<file path="src/rtl/usb_fs_line_tx_if.sv">
// Byte-stream handshake between packet logic and the full-speed USB line transmitter.
interface usb_fs_line_tx_if;
  logic       tx_valid_i;
  logic [7:0] tx_data_i;
  logic       tx_ready_o;
  logic       tx_busy_o;

  modport master (output tx_valid_i, output tx_data_i, input tx_ready_o, input tx_busy_o);
  modport slave  (input tx_valid_i, input tx_data_i, output tx_ready_o, output tx_busy_o);
endinterface

</file>
<file path="src/rtl/usb_fs_line_tx.sv">
// Full-speed USB line transmitter: SYNC, NRZI with bit stuffing (LSB first), then EOP.
// Line outputs are registered; each USB bit lasts BIT_SAMPLES clocks.
module usb_fs_line_tx #(
  parameter int BIT_SAMPLES = 4
) (
  input  logic             clk_i,
  input  logic             rstn_i,
  usb_fs_line_tx_if.slave  tx,
  output logic             tx_en_o,
  output logic             dp_tx_o,
  output logic             dn_tx_o
);
  localparam int            CW       = $clog2(BIT_SAMPLES);
  localparam logic [CW-1:0] LAST     = CW'(BIT_SAMPLES - 1);
  localparam logic [7:0]    SYNC_PAT = 8'h80;

  typedef enum logic [2:0] {IDLE, SYNC, DATA, EOP_SE0, EOP_J} state_t;

  state_t        state, state_d;
  logic [CW-1:0] cnt, cnt_d;
  logic [2:0]    idx, idx_d;
  logic [6:0]    sr, sr_d;
  logic [2:0]    ones, ones_d;
  logic          en_d, dp_d, dn_d;
  logic          strobe, send, tx_bit, load;

  assign strobe        = (cnt == LAST);
  assign tx.tx_ready_o = load;
  assign tx.tx_busy_o  = tx_en_o;

  always_ff @(posedge clk_i or negedge rstn_i) begin
    if (!rstn_i) begin
      state   <= IDLE;
      cnt     <= '0;
      idx     <= '0;
      sr      <= '0;
      ones    <= '0;
      tx_en_o <= 1'b0;
      dp_tx_o <= 1'b1;
      dn_tx_o <= 1'b0;
    end else begin
      state   <= state_d;
      cnt     <= cnt_d;
      idx     <= idx_d;
      sr      <= sr_d;
      ones    <= ones_d;
      tx_en_o <= en_d;
      dp_tx_o <= dp_d;
      dn_tx_o <= dn_d;
    end
  end

  always_comb begin
    state_d = state;
    cnt_d   = cnt;
    idx_d   = idx;
    sr_d    = sr;
    ones_d  = ones;
    en_d    = tx_en_o;
    dp_d    = dp_tx_o;
    dn_d    = dn_tx_o;
    send    = 1'b0;
    tx_bit  = 1'b1;
    load    = 1'b0;

    if (state != IDLE) cnt_d = strobe ? '0 : cnt + 1'b1;

    case (state)
      IDLE: begin
        if (tx.tx_valid_i) begin
          state_d = SYNC;
          cnt_d   = '0;
          idx_d   = '0;
          en_d    = 1'b1;
          send    = 1'b1;
          tx_bit  = SYNC_PAT[0];
        end
      end
      SYNC: begin
        if (strobe) begin
          if (idx == 3'd7) load = 1'b1;
          else begin
            idx_d  = idx + 3'd1;
            send   = 1'b1;
            tx_bit = SYNC_PAT[idx + 3'd1];
          end
        end
      end
      DATA: begin
        if (strobe) begin
          // Stuff takes priority, so a stuff owed after bit 7 goes out before the next load.
          if (ones == 3'd6) begin
            dp_d   = ~dp_tx_o;
            dn_d   = ~dn_tx_o;
            ones_d = '0;
          end else if (idx == 3'd7) begin
            load = 1'b1;
          end else begin
            idx_d  = idx + 3'd1;
            sr_d   = {1'b0, sr[6:1]};
            send   = 1'b1;
            tx_bit = sr[0];
            ones_d = sr[0] ? ones + 3'd1 : 3'd0;
          end
        end
      end
      EOP_SE0: begin
        if (strobe) begin
          if (idx == 3'd1) begin
            state_d = EOP_J;
            dp_d    = 1'b1;
            dn_d    = 1'b0;
          end else idx_d = idx + 3'd1;
        end
      end
      EOP_J: begin
        if (strobe) begin
          state_d = IDLE;
          en_d    = 1'b0;
        end
      end
      default: state_d = IDLE;
    endcase

    if (load) begin
      if (tx.tx_valid_i) begin
        state_d = DATA;
        sr_d    = tx.tx_data_i[7:1];
        idx_d   = '0;
        send    = 1'b1;
        tx_bit  = tx.tx_data_i[0];
        // The ones run carries across byte boundaries but starts fresh after SYNC.
        if (!tx.tx_data_i[0])  ones_d = '0;
        else if (state == DATA) ones_d = ones + 3'd1;
        else                   ones_d = 3'd1;
      end else begin
        state_d = EOP_SE0;
        idx_d   = '0;
        dp_d    = 1'b0;
        dn_d    = 1'b0;
      end
    end

    if (send && !tx_bit) begin
      dp_d = ~dp_tx_o;
      dn_d = ~dn_tx_o;
    end
  end
endmodule

</file>
<file path="src/flat_wrapper.sv">
// flat-port wrapper written by rule: the top's interface ports become plain ports
module usb_fs_line_tx_flat 
#(
  parameter int BIT_SAMPLES = 4
)
  (clk_i, rstn_i, tx_en_o, dp_tx_o, dn_tx_o, tx_tx_valid_i, tx_tx_data_i, tx_tx_ready_o, tx_tx_busy_o);
  usb_fs_line_tx_if tx_i ();
  input  logic clk_i;
  input  logic rstn_i;
  output logic tx_en_o;
  output logic dp_tx_o;
  output logic dn_tx_o;
  input wire logic [$bits(tx_i.tx_valid_i)-1:0] tx_tx_valid_i;
  input wire logic [$bits(tx_i.tx_data_i)-1:0] tx_tx_data_i;
  output wire logic [$bits(tx_i.tx_ready_o)-1:0] tx_tx_ready_o;
  output wire logic [$bits(tx_i.tx_busy_o)-1:0] tx_tx_busy_o;
  assign tx_i.tx_valid_i = tx_tx_valid_i;
  assign tx_i.tx_data_i = tx_tx_data_i;
  assign tx_tx_ready_o = tx_i.tx_ready_o;
  assign tx_tx_busy_o = tx_i.tx_busy_o;
  usb_fs_line_tx #(.BIT_SAMPLES(BIT_SAMPLES)) u_core (.clk_i(clk_i), .rstn_i(rstn_i), .tx(tx_i), .tx_en_o(tx_en_o), .dp_tx_o(dp_tx_o), .dn_tx_o(dn_tx_o));
endmodule
</file>
<file path="config.mk">
export PLATFORM = sky130hd
export DESIGN_NAME = usb_fs_line_tx_flat
export DESIGN_NICKNAME = d
export VERILOG_FILES = /design/src/rtl/usb_fs_line_tx_if.sv /design/src/rtl/usb_fs_line_tx.sv /design/src/flat_wrapper.sv
export SDC_FILE = /design/constraint.sdc
export NUM_CORES = 1
export LEC_CHECK = 0
export BUFFER_PORTS_ARGS = -buffer_cell sky130_fd_sc_hd__buf_2
export CAP_MARGIN = 30
export CORE_MARGIN = 5
export CORE_UTILIZATION = 57
export DETAILED_ROUTE_END_ITERATION = 16
export HOLD_SLACK_MARGIN = 0.05
export PLACE_DENSITY = 0.83
export SLEW_MARGIN = 10
export SYNTH_ARGS = -nofsm -noshare
export SYNTH_HDL_FRONTEND = slang
export SYNTH_SLANG_ARGS = --single-unit
</file>
<file path="constraint.sdc">
create_clock -name clk_i -period 2.5 [get_ports clk_i]
set_clock_uncertainty 0.05 [all_clocks]
set_input_delay 0.125 -clock clk_i [delete_from_list [all_inputs] [get_ports clk_i]]
set_output_delay 0.125 -clock clk_i [all_outputs]
set_load 0.03 [all_outputs]
</file>
Word-level counts from Yosys, hierarchy flattened
Memory sizes are Yosys's and may differ from the RTL's.
Cells that the tools add are included.
{"block": "op_classes", "bitwise_logic": 2, "n_mul": 0, "reduce_logical": 10, "eq_ne": 19, "div": 0, "muxes": 77, "shifts": 0, "addsub": 3, "magnitude_cmp": 1}
{"cell": "$mux W3", "n": 22}
{"cell": "$mux W7", "n": 6}
{"cell": "$mux W1", "n": 37}
{"cell": "$pmux W3 S4", "n": 2}
{"cell": "$ne A3 B2 Y1 const B", "n": 5}
{"cell": "$eq A3 B3 Y1 const B", "n": 3}
{"cell": "$ne A3 B3 Y1 const B", "n": 3}
{"cell": "$mux W2", "n": 4}
{"cell": "$pmux W1 S2", "n": 4}
{"cell": "$reduce_and A7 Y1", "n": 1}
{"cell": "$add A3 B1 Y3 const B", "n": 2}
{"cell": "$eq A3 B1 Y1 const B", "n": 2}
{"cell": "$eq A3 B2 Y1 const B", "n": 2}
{"cell": "$pmux W1 S3", "n": 2}
{"cell": "$reduce_and A5 Y1", "n": 1}
{"cell": "$reduce_bool A5 Y1", "n": 1}
{"cell": "$lt A3 B4 Y1 const B", "n": 1}
{"cell": "$ne A2 B1 Y1 const B", "n": 2}
{"cell": "$logic_not A3 Y1", "n": 1}
{"cell": "$reduce_and A3 Y1", "n": 1}
{"cell": "$reduce_bool A3 Y1", "n": 1}
{"cell": "$add A2 B1 Y2 const B", "n": 1}
{"cell": "$eq A2 B2 Y1 const B", "n": 1}
{"cell": "$ne A2 B2 Y1 const B", "n": 1}
{"cell": "other kinds (5)", "n": 6}
{"block": "totals", "memories": 1, "ram_bits": 0, "output_inout_bits": 5, "register_bits": 21, "latch_bits": 0, "in_bits": 11, "rom_bits": 8}
{"name": "(no name shown)", "words": 8, "width": 1, "read_ports": 1, "rd_clocked_by_memory_dff": 0, "write_ports": 0, "line": "usb_fs_line_tx.sv:85", "text": "tx_bit = SYNC_PAT[idx + 3'd1];"}

Logic depth before layout (Yosys ltp)
Gate-level depths: netlist of the first run.
{"block": "logic_depth", "ltp_word": 11, "ltp_mapped": 8}

Least setup slack after synthesis of the first run
OpenSTA, ideal clock, no wires.
{"block": "synth_timing", "path_kind": "register to register", "start": "reg u_core.ones[0]", "end": "reg u_core.idx[1]", "slack_ns": 0.647, "arrival_ns": 1.676, "period_less_slack_ns": 1.853, "stages_incl_launch_ff": 8, "n_path_buf": 0, "setup_time_ns": 0.128, "cell_sequence": "dfrtp_1 inv_1 ha_1 nand2_1 a21o_1 a21oi_2 a311o_1 mux2_1"}
{"block": "synth_via", "elab_chain_cells": 6, "elab_cells_between_ends": 13}
{"element": "start: declaration", "line": "usb_fs_line_tx.sv:23", "text": "logic [2:0] ones, ones_d;"}
{"element": "start signal: assignment", "line": "usb_fs_line_tx.sv:46", "text": "ones <= ones_d;"}
{"element": "$eq A3 B3 Y1 *", "line": "usb_fs_line_tx.sv:92", "text": "if (ones == 3'd6) begin"}
{"element": "$mux W1", "line": "usb_fs_line_tx.sv:92"}
{"element": "$mux W1", "line": "usb_fs_line_tx.sv:90", "text": "if (strobe) begin"}
{"element": "$pmux W1 S2", "line": "usb_fs_line_tx.sv:68", "text": "case (state)"}
{"element": "$ne A3 B2 Y1 (no line) (tied with other cells)"}
{"element": "$reduce_and A7 Y1 (no line)"}
{"element": "end signal: assignment", "line": "usb_fs_line_tx.sv:44", "text": "idx <= idx_d;"}
{"element": "end: declaration", "line": "usb_fs_line_tx.sv:21", "text": "logic [2:0] idx, idx_d;"}
Mark *: on every way between the ends. The rest lies on a longest branch, timed or not.
A chain may end at the register's enable or synchronous reset.

Final worst setup path of the first run
{"block": "layout_timing", "start": "reg u_core.idx[1]", "end": "out tx_tx_ready_o"}
{"block": "layout_via", "elab_chain_cells": 5, "elab_cells_between_ends": 6}
{"element": "$eq A3 B3 Y1 *", "line": "usb_fs_line_tx.sv:81, usb_fs_line_tx.sv:96"}
{"element": "$mux W1 *", "line": "usb_fs_line_tx.sv:81, usb_fs_line_tx.sv:96"}
{"element": "$mux W1", "line": "usb_fs_line_tx.sv:92"}
{"element": "$mux W1", "line": "usb_fs_line_tx.sv:90"}
{"element": "$pmux W1 S2 *", "line": "usb_fs_line_tx.sv:68"}
{"element": "end: declaration", "line": "flat_wrapper.sv:15", "text": "output wire logic [$bits(tx_i.tx_ready_o)-1:0] tx_tx_ready_o;"}
Marks and branches as above.

==> results of run 1 <==
[logic make-up (layout without fill, tap and decap cells)]
group | Yosys count | count (layout) | synth area share
buf+inv | 15 | 35 | 0.06381
mux | 10 | 10 | 0.07255
compound gates | 43 | 43 | 0.2159
fa+ha+maj | 7 | 7 | 0.06119
xor+xnor | 1 | 1 | 0.01923
flops | 21 | 21 | 0.3680
simple gates | 47 | 47 | 0.1993
[registers in the layout (all words and copies together) (netlist names)]
signal,count
u_core.ones,3
u_core.dn_tx_o,1
u_core.tx.tx_busy_o,1
u_core.state,3
u_core.idx,3
u_core.sr,7
u_core.cnt,2
u_core.dp_tx_o,1
[what timing repair did]
action                                 in CTS  in global routing
setup endpoints to repair                   0                  0
endpoints found under the hold margin      27                  0
hold buffers                                8                  0
[area by class of cell]
type | count | area, um^2 | share of cell area
Clock buffer | 3 | 22.52 | 0.01416
Clock inverter | 1 | 5.005 | 0.003147
Inverter | 8 | 30.03 | 0.01888
Multi-Input combinational cell | 108 | 813.3 | 0.5114
Sequential cell | 21 | 526.8 | 0.3312
Tap cell | 30 | 37.54 | 0.02360
Timing Repair Buffer | 23 | 155.1 | 0.09756
[worst max-delay path, delay by kind of cell, from the launching register on]
| family | cells | cell delay [ns] |
|---|---|---|
| AND/OR/NAND/NOR | 1 | 0.30 |
| adder cells (fa/ha/maj) | 2 | 0.47 |
| flip-flops | 1 | 0.42 |
| AO/OA/AOI/OAI | 1 | 0.20 |
| buffers and inverters | 2 | 0.32 |
[path summary, 6_finish.rpt]
check / endpoint / slack (ns)
min in group asynchronous: u_core.ones[1]$_DFF_PN0_ / 0.23
max in group asynchronous: u_core.dp_tx_o$_DFF_PN1_ / 1.82
hold / removal: u_core.state[0]$_DFFE_PN0P_ / 0.07
setup / recovery: tx_tx_ready_o / 0.32
hold reg to reg: u_core.cnt[0]$_DFF_PN0_ / 0.46
setup reg to reg: u_core.idx[1]$_DFFE_PN0P_ / 0.40
[cell usage in the layout (no fill, tap or decap), types with 3 or more instances in the layout]
cell type	n
dfrtp_1	20
nand2_1	19
buf_2	15
o21ai_1	9
dlygate4sd3_1	8
inv_1	7
o21ai_0	7
mux2i_1	7
ha_1	7
a21oi_1	5
o22ai_1	4
nor2_1	4
nand3b_1	3
clkbuf_4	3
[report_power, final]
part / switching [mW] / internal (mW) / total, mW
clock: 0.107 / 0.0598 / 0.167
combinational: 0.429 / 0.368 / 0.797
sequential: 0.161 / 0.472 / 0.633
[routing by layer]
| metal | GRT usage | part of all wire | vias up |
|---|---|---|---|
| li1 | - | - | 554 |
| met1 | 0.2353 | 0.45 | 565 |
| met2 | 0.3025 | 0.51 | 13 |
| met3 | 0.02376 | 0.023 | 5 |
| met4 | 0.08228 | 0.015 | 0 |
| met5 | 0 | 0 | - |
==> metrics.txt, run 1 <==
Synth Flop Type dfrtp_1; Critical Path RT 2.33 ns; GRT Residual Overflow 0; LEAKAGE 0.6908 nW; Clock transition at path regs 0.12 ns; Synth area leader dfrtp_1; first-pass GRT wire length 5.064 mm; Final period util 0.8725; hold depth 2; # fillers 193; post-layout instance area 1590 um^2; Seq cells post-synth 21; Num CTS Buffers 3; Slew Limit Headroom 0.6078; Peak VDD IR 642.8 uV; Final ANT Viol Nets 0; Power Density 1004 nW/um^2; GPL Wtd Cong 0.8609; worst-skew pair later-pin latency 0.31 ns; H-tree depth 1; R2R cell count 7; Pwr Total 1.597 mW; CTS root buffer clkbuf_4; CTS tree done; CP endpoint kind primary output; placement-stage cell area 1483 um^2; post-synth cell types 54; # IOs 16; WL per Instance 15.05 um; cell mode on critical path ha_1; placed insts 182; hpwl dp 2.135 mm; Netlist Area Pre-Place 1431 um^2; area growth from synthesis to layout 11.10%; initial antenna violation count 0; maximum clock insertion buffer count 2; Highest Clock Rate 458.4 MHz; CP Data Arrival Time 2.01 ns; std cell rows 18; Seq/Total Area, Yosys 0.3680; most instantiated cells after synthesis 20 x dfrtp_1, 19 x nand2_1, 9 x o21ai_1; launch point of the worst reg-to-reg path u_core.ones[0]$_DFF_PN0_; post-CTS setup buffer count 0; Cell Count, Final, Fillers Out 194; Crit path largest cell delay 0.42 ns; crit path launch u_core.idx[1]$_DFFE_PN0P_; post-synthesis cell count 144; Starting Density 0.5885; Hold Fails Final Rpt 0; worst-margin pin slew 0.5883 ns; status completed; post-layout min period 2.181 ns; final net count 183; clock sinks 21; Yosys warning count 0; top-area cell type share of the netlist area 0.3497; setup violators final 0; syn_area_per_cell 9.940 um^2; Chip Height 60.11 um; post-cts resize count 0; Routed WL 2.920 mm; slowest stage cell, crit path dfrtp_1; crit path kind flop to primary output; post-synthesis async set-or-reset flop share 1.000; die width 60.11 um; die area 3613 um^2; Avg Vias per Cell 5.861; count leader, synth dfrtp_1; Final Max Tran Viols 0; DRT Pass-1 Iters 4; IO Port Bufs 15; DRT iter0 DRCs 51; EDFF count, synth 0; post-route setup TNS 0 ns; final core utilization 0.6538; worst slack, placed 0.4096 ns; Final Hold Slack 0.06922 ns; synth top area cells dfrtp_1 35%, ha_1 6.1%, nand2_1 5.0%; max cap viols 0; hold path startpoint tx_tx_valid_i; RSZ-0062 raised after global routing no; Antenna Cells 0; CP Launch Type flop; Core ar. 2432 um^2; via count 1137; largest net degree at the start of global routing 22; Synth Net Count 162; layout cells sized above 1 0.2317; fin worst setup slack 0.3187 ns; number of global-route vias before repair 1144; crit-path max FO 7; worst hold path type input port to flop; worst-path cell chain ha_1 > ha_1 > nor2b_2 > o2111ai_4 > inv_2 > buf_2; DRC viols 0; gr usage total 0.1828
(Power assumes the default switching activity.)
==> run 2: changes to the inputs <==
--- a/config.mk
+++ b/config.mk
@@ -12,4 +12,5 @@
 export DETAILED_ROUTE_END_ITERATION = 16
 export HOLD_SLACK_MARGIN = 0.05
+export MAX_ROUTING_LAYER = met4
 export PLACE_DENSITY = 0.83
 export SLEW_MARGIN = 10
==> constraint.sdc (replaced) <==
create_clock -name clk_i -period 2.5 [get_ports clk_i]
set_clock_uncertainty 0.05 [all_clocks]
set_input_delay 0.5 -clock clk_i [delete_from_list [all_inputs] [get_ports clk_i]]
set_output_delay 0.5 -clock clk_i [all_outputs]
set_load 0.03 [all_outputs]
==> metrics.txt, run 2 (synthesized netlist as in run 1, its figures left out) <==
first-pass GRT wire length 4.747 mm (was 5.064 mm); post-layout instance area 1554 um^2 (was 1590 um^2); Cell Count, Final, Fillers Out 190 (was 194); crit path kind flop to primary output (unchanged); initial antenna violation count 0 (unchanged); Switching Fraction 0.4370 (was 0.4367); Antenna Cells 0 (unchanged); clock sinks 21 (unchanged); gr usage total 0.1786 (was 0.1828); GPL Wtd Cong 0.9253 (was 0.8609); CTS root buffer clkbuf_4 (unchanged); crit-path max FO 7 (unchanged); CP endpoint kind primary output (unchanged); worst-margin pin slew 0.4728 ns (was 0.5883 ns); std cell rows 18 (unchanged); layout cells sized above 1 0.2813 (was 0.2317); Final Max Tran Viols 0 (unchanged); DRT iter0 DRCs 32 (was 51); largest net degree at the start of global routing 22 (unchanged); clock share of power 0.106 (was 0.105); Seq. cell area 528.0 um^2 (was 526.8 um^2); Int Power 0.9259 mW (was 0.8997 mW); Num CTS Buffers 3 (unchanged); Largest register FFs 7 (unchanged); Hold Fails Final Rpt 0 (unchanged); Highest Clock Rate 420.8 MHz (was 458.4 MHz); register share of total power 0.371 (was 0.397); max cap viols 0 (unchanged); die area 3613 um^2 (unchanged); DRC viols 0 (unchanged); Slew Limit Headroom 0.6848 (was 0.6078); Avg Vias per Cell 6.074 (was 5.861); # IOs 16 (unchanged); Power Density 1058 nW/um^2 (was 1004 nW/um^2); # fillers 198 (was 193); Comb power frac 0.524 (was 0.499); RSZ-0062 raised after global routing no (unchanged); number of global-route vias before repair 1057 (was 1144); die width 60.11 um (unchanged); maximum clock insertion buffer count 2 (unchanged); GRT Residual Overflow 0 (unchanged); setup violators final 0 (unchanged); via count 1154 (was 1137); Sw Pwr 0.7188 mW (was 0.6975 mW); placed insts 185 (was 182); Core ar. 2432 um^2 (unchanged); H-tree depth 1 (unchanged); Final period util 0.9505 (was 0.8725); Critical Path RT 1.95 ns (was 2.33 ns); placement-stage cell area 1505 um^2 (was 1483 um^2); worst slack, placed 0.3296 ns (was 0.4096 ns); post-route setup TNS 0 ns (unchanged); cts hold-fix bufs 0 (was 8); post-layout min period 2.376 ns (was 2.181 ns); Chip Height 60.11 um (unchanged); most frequent cells in the layout 19 x nand2_1, 19 x dfrtp_1, 14 x buf_2 (was 20 x dfrtp_1, 19 x nand2_1, 15 x buf_2); CP Launch Type flop (unchanged); status completed (unchanged); Multi-input gate area 823.3 um^2 (was 813.3 um^2); Final ANT Viol Nets 0 (unchanged); fin worst setup slack 0.1237 ns (was 0.3187 ns); Clock transition at path regs 0.13 ns (was 0.12 ns); Peak VDD IR 736.3 uV (was 642.8 uV); worst-skew pair later-pin latency 0.32 ns (was 0.31 ns); DRT Pass-1 Iters 4 (unchanged); worst hold path type input port to asynchronous set/reset pin (was input port to flop); final net count 179 (was 183); area growth from synthesis to layout 8.566% (was 11.10%); IO Port Bufs 15 (unchanged); LEAKAGE 0.6721 nW (was 0.6908 nW); WL per Instance 15.38 um (was 15.05 um); Starting Density 0.5885 (unchanged); CTS tree done (unchanged); final core utilization 0.6389 (was 0.6538); Routed WL 2.923 mm (was 2.920 mm); Reg with most FFs u_core.sr (unchanged); hpwl dp 2.181 mm (was 2.135 mm); CP Data Arrival Time 1.83 ns (was 2.01 ns)
-- run 2: cell types whose count changed in the layout (fill, tap and decap cells not counted), moves of 2 or more --
cell | before | now
buf_4 | 0 | 4
dlygate4sd3_1 | 8 | 0
ha_2 | 0 | 2
ha_1 | 7 | 5
-- run 2: area by class of cell --
type                       count  share of cell area
clock buffer                   3             0.01449
multi-input combinational    108              0.5298
clock inverter                 1            0.003221
inverter                       8             0.01932
tap                           30             0.02415
sequential                    21              0.3398
timing repair buffer          19             0.06924
-- run 2: worst paths after layout --
check	from	endpoint	slack, ns	cells past startpoint
setup / recovery	u_core.idx[1]$_DFFE_PN0P_	tx_tx_ready_o	0.12	6
hold / removal	rstn_i	u_core.ones[1]$_DFF_PN0_	0.06	1
setup reg to reg	u_core.ones[0]$_DFF_PN0_	u_core.idx[1]$_DFFE_PN0P_	0.42	7
hold reg to reg	u_core.cnt[0]$_DFF_PN0_	u_core.cnt[0]$_DFF_PN0_	0.47	1
max in group asynchronous	rstn_i	u_core.dp_tx_o$_DFF_PN1_	1.98	1
min in group clk_i	tx_tx_data_i[1]	u_core.sr[0]$_DFF_PN0_	0.33	3
-- run 2: power groups by stage --
stage               clock [mW]  sequential, mW  combinational [mW]
detailed placement           0           0.614               0.837
global route             0.185           0.631               0.956
finish                   0.174           0.610               0.861
CTS                      0.176           0.606               0.843
floorplan                    0           0.589               0.683
global placement             0           0.597               0.805
-- run 2: critical path, stage by stage (launching register included) --
cell and delay (ns):
dfrtp_1 0.43, ha_1 0.18, ha_2 0.24, nor2b_4 0.19, o2111ai_4 0.18, inv_2 0.10, clkbuf_4 0.18
-- run 2: routing by layer --
metal  GRT usage  share of wire  up-vias
met2      0.2917           0.51       42
met1      0.2189           0.42      551
met5           -              0        -
met3     0.02376          0.053        8
met4     0.07911          0.018        0
li1            -              -      553
-- run 2: repair_timing --
action                                  CTS  global route
endpoints found under the setup margin    1             1
resized for setup                         1             4
setup buffers                             0             1
-- run 2: per-stage QoR --
| stage | power [mW] | hold slack (ns) |
|---|---|---|
| finish | 1.645 | 0.05988 |
| global route | 1.772 | 0.1027 |
| CTS | 1.625 | 0.07635 |
| detailed placement | 1.452 | 0.4328 |
| global placement | 1.402 | 0.4272 |
| floorplan | 1.272 | 0.1544 |
==> run 3: changes to the inputs <==
Settings changed: RECOVER_POWER from default to 100.
==> metrics.txt, run 3 (synthesized netlist as in run 1, its figures left out) <==
Final Max Tran Viols 0 (unchanged); worst-margin pin slew 1.138 ns (was 0.4728 ns); crit path launch u_core.idx[1]$_DFFE_PN0P_ (unchanged); # fillers 211 (was 198); Seq. cell area 528.0 um^2 (unchanged); IO Port Bufs 15 (unchanged); Slew Limit Headroom 0.2410 (was 0.6848); Final period util 0.9570 (was 0.9505); Final ANT Viol Nets 0 (unchanged); Hold Fails Final Rpt 0 (unchanged); number of global-route vias before repair 1057 (unchanged); # IOs 16 (unchanged); RSZ-0062 raised after global routing no (unchanged); launch point of the worst reg-to-reg path u_core.state[0]$_DFFE_PN0P_ (was u_core.ones[0]$_DFF_PN0_); gr usage total 0.1786 (unchanged); first-pass GRT wire length 4.747 mm (unchanged); status completed (unchanged); Chip Height 60.11 um (unchanged); final net count 179 (unchanged); Pwr Total 1.603 mW (was 1.645 mW); CP Data Arrival Time 1.84 ns (was 1.83 ns); Power Density 1053 nW/um^2 (was 1058 nW/um^2); DRC viols 0 (unchanged); Largest register FFs 7 (unchanged); largest net degree at the start of global routing 22 (unchanged); Critical Path RT 1.95 ns (about the same); worst path bufs/invs 2 (unchanged); std cell rows 18 (unchanged); CP endpoint kind primary output (unchanged); H-tree depth 1 (unchanged); crit-path max FO 7 (unchanged); die area 3613 um^2 (unchanged); GPL Wtd Cong 0.9253 (unchanged); CP top delay family flip-flops (unchanged); Antenna Cells 0 (unchanged); DRT Pass-1 Iters 6 (was 4); clock sinks 21 (unchanged); Routed WL 2.929 mm (was 2.923 mm); slowest stage cell, crit path dfrtp_1 (unchanged); maximum clock insertion buffer count 2 (unchanged); worst-skew pair later-pin latency 0.32 ns (about the same); post-layout instance area 1523 um^2 (was 1554 um^2); CP Launch Type flop (unchanged); Multi-input gate area 804.5 um^2 (was 823.3 um^2); placement-stage cell area 1505 um^2 (unchanged); die width 60.11 um (unchanged); Clock transition at path regs 0.13 ns (about the same); area growth from synthesis to layout 6.381% (was 8.566%); Avg Vias per Cell 6.016 (was 6.074); Peak VDD IR 718.2 uV (was 736.3 uV); hpwl dp 2.181 mm (unchanged); DRT iter0 DRCs 27 (was 32); Core ar. 2432 um^2 (unchanged); Num CTS Buffers 3 (unchanged); max cap viols 0 (unchanged); worst hold path type input port to asynchronous set/reset pin (unchanged); worst-path cell chain ha_1 > ha_2 > nor2b_4 > o2111ai_4 > inv_2 > clkbuf_2 (was ha_1 > ha_2 > nor2b_4 > o2111ai_4 > inv_2 > clkbuf_4); CTS root buffer clkbuf_4 (unchanged); LEAKAGE 0.6544 nW (was 0.6721 nW); most frequent cells in the layout 19 x nand2_1, 19 x dfrtp_1, 14 x o21ai_0 (was 19 x nand2_1, 19 x dfrtp_1, 14 x buf_2); GRT Residual Overflow 0 (unchanged); initial antenna violation count 0 (unchanged); Crit path largest cell delay 0.43 ns (about the same); Highest Clock Rate 418.0 MHz (was 420.8 MHz); CTS tree done (unchanged); post-route setup TNS 0 ns (unchanged); layout cells sized above 1 0.2188 (was 0.2813); via count 1143 (was 1154); setup violators final 0 (unchanged); crit path kind flop to primary output (unchanged); Reg with most FFs u_core.sr (unchanged); post-layout min period 2.393 ns (was 2.376 ns); Starting Density 0.5885 (unchanged); WL per Instance 15.42 um (was 15.38 um)
[run 3: layout make-up]
type	instances	share of cell area
clock inverters	1	0.003287
inverters	8	0.01972
repair buffers	19	0.06245
flip-flops and latches	21	0.3468
well taps	30	0.02465
clock buffers	3	0.01479
multi-input cells	108	0.5283
[run 3: what timing repair did]
item                                    4_1_cts  5_1_grt
endpoints found under the setup margin        1        1
hold buffers                                  0        0
buffers inserted                              0        1
cloned                                        0        0
gates resized for setup                       1        4
[run 3: worst paths after layout]
path,end,slack (ns),cells after the start
min reg2reg,u_core.cnt[0]$_DFF_PN0_,0.47,1
max in group asynchronous,u_core.state[1]$_DFFE_PN0P_,1.33,1
min,u_core.cnt[1]$_DFF_PN0_,0.32,1
max,tx_tx_ready_o,0.11,6
max reg2reg,u_core.idx[1]$_DFFE_PN0P_,0.13,6
min in group clk_i,u_core.sr[3]$_DFF_PN0_,0.33,3
[run 3: power breakdown]
part	total [mW]	internal (mW)	switching, mW
Clock	0.171	0.0599	0.111
Combinational	0.824	0.368	0.456
Sequential	0.608	0.475	0.134
[run 3: per-layer routing]
layer / global-route usage / up-vias / part of all wire / wire length (um)
met3: 0.02376 / 10 / 0.046 / 135
met1: 0.2189 / 545 / 0.43 / 1251
met2: 0.2917 / 36 / 0.51 / 1484
met5: - / - / 0 / 0
li1: - / 552 / - / -
met4: 0.07911 / 0 / 0.020 / 58
[run 3: stage by stage]
stage          hold slack [ns]  setup WS, ns  cells    util
3_5_place_dp            0.4328        0.3296    185  0.6188
6_report                0.3159        0.1075    190  0.6260
2_1_floorplan           0.1544        0.6322    144       -
4_1_cts                0.07635       0.01909    189  0.6322
3_3_place_gp            0.4272        0.4456    185  0.6188
5_1_grt                 0.3522       0.03110    190  0.6260
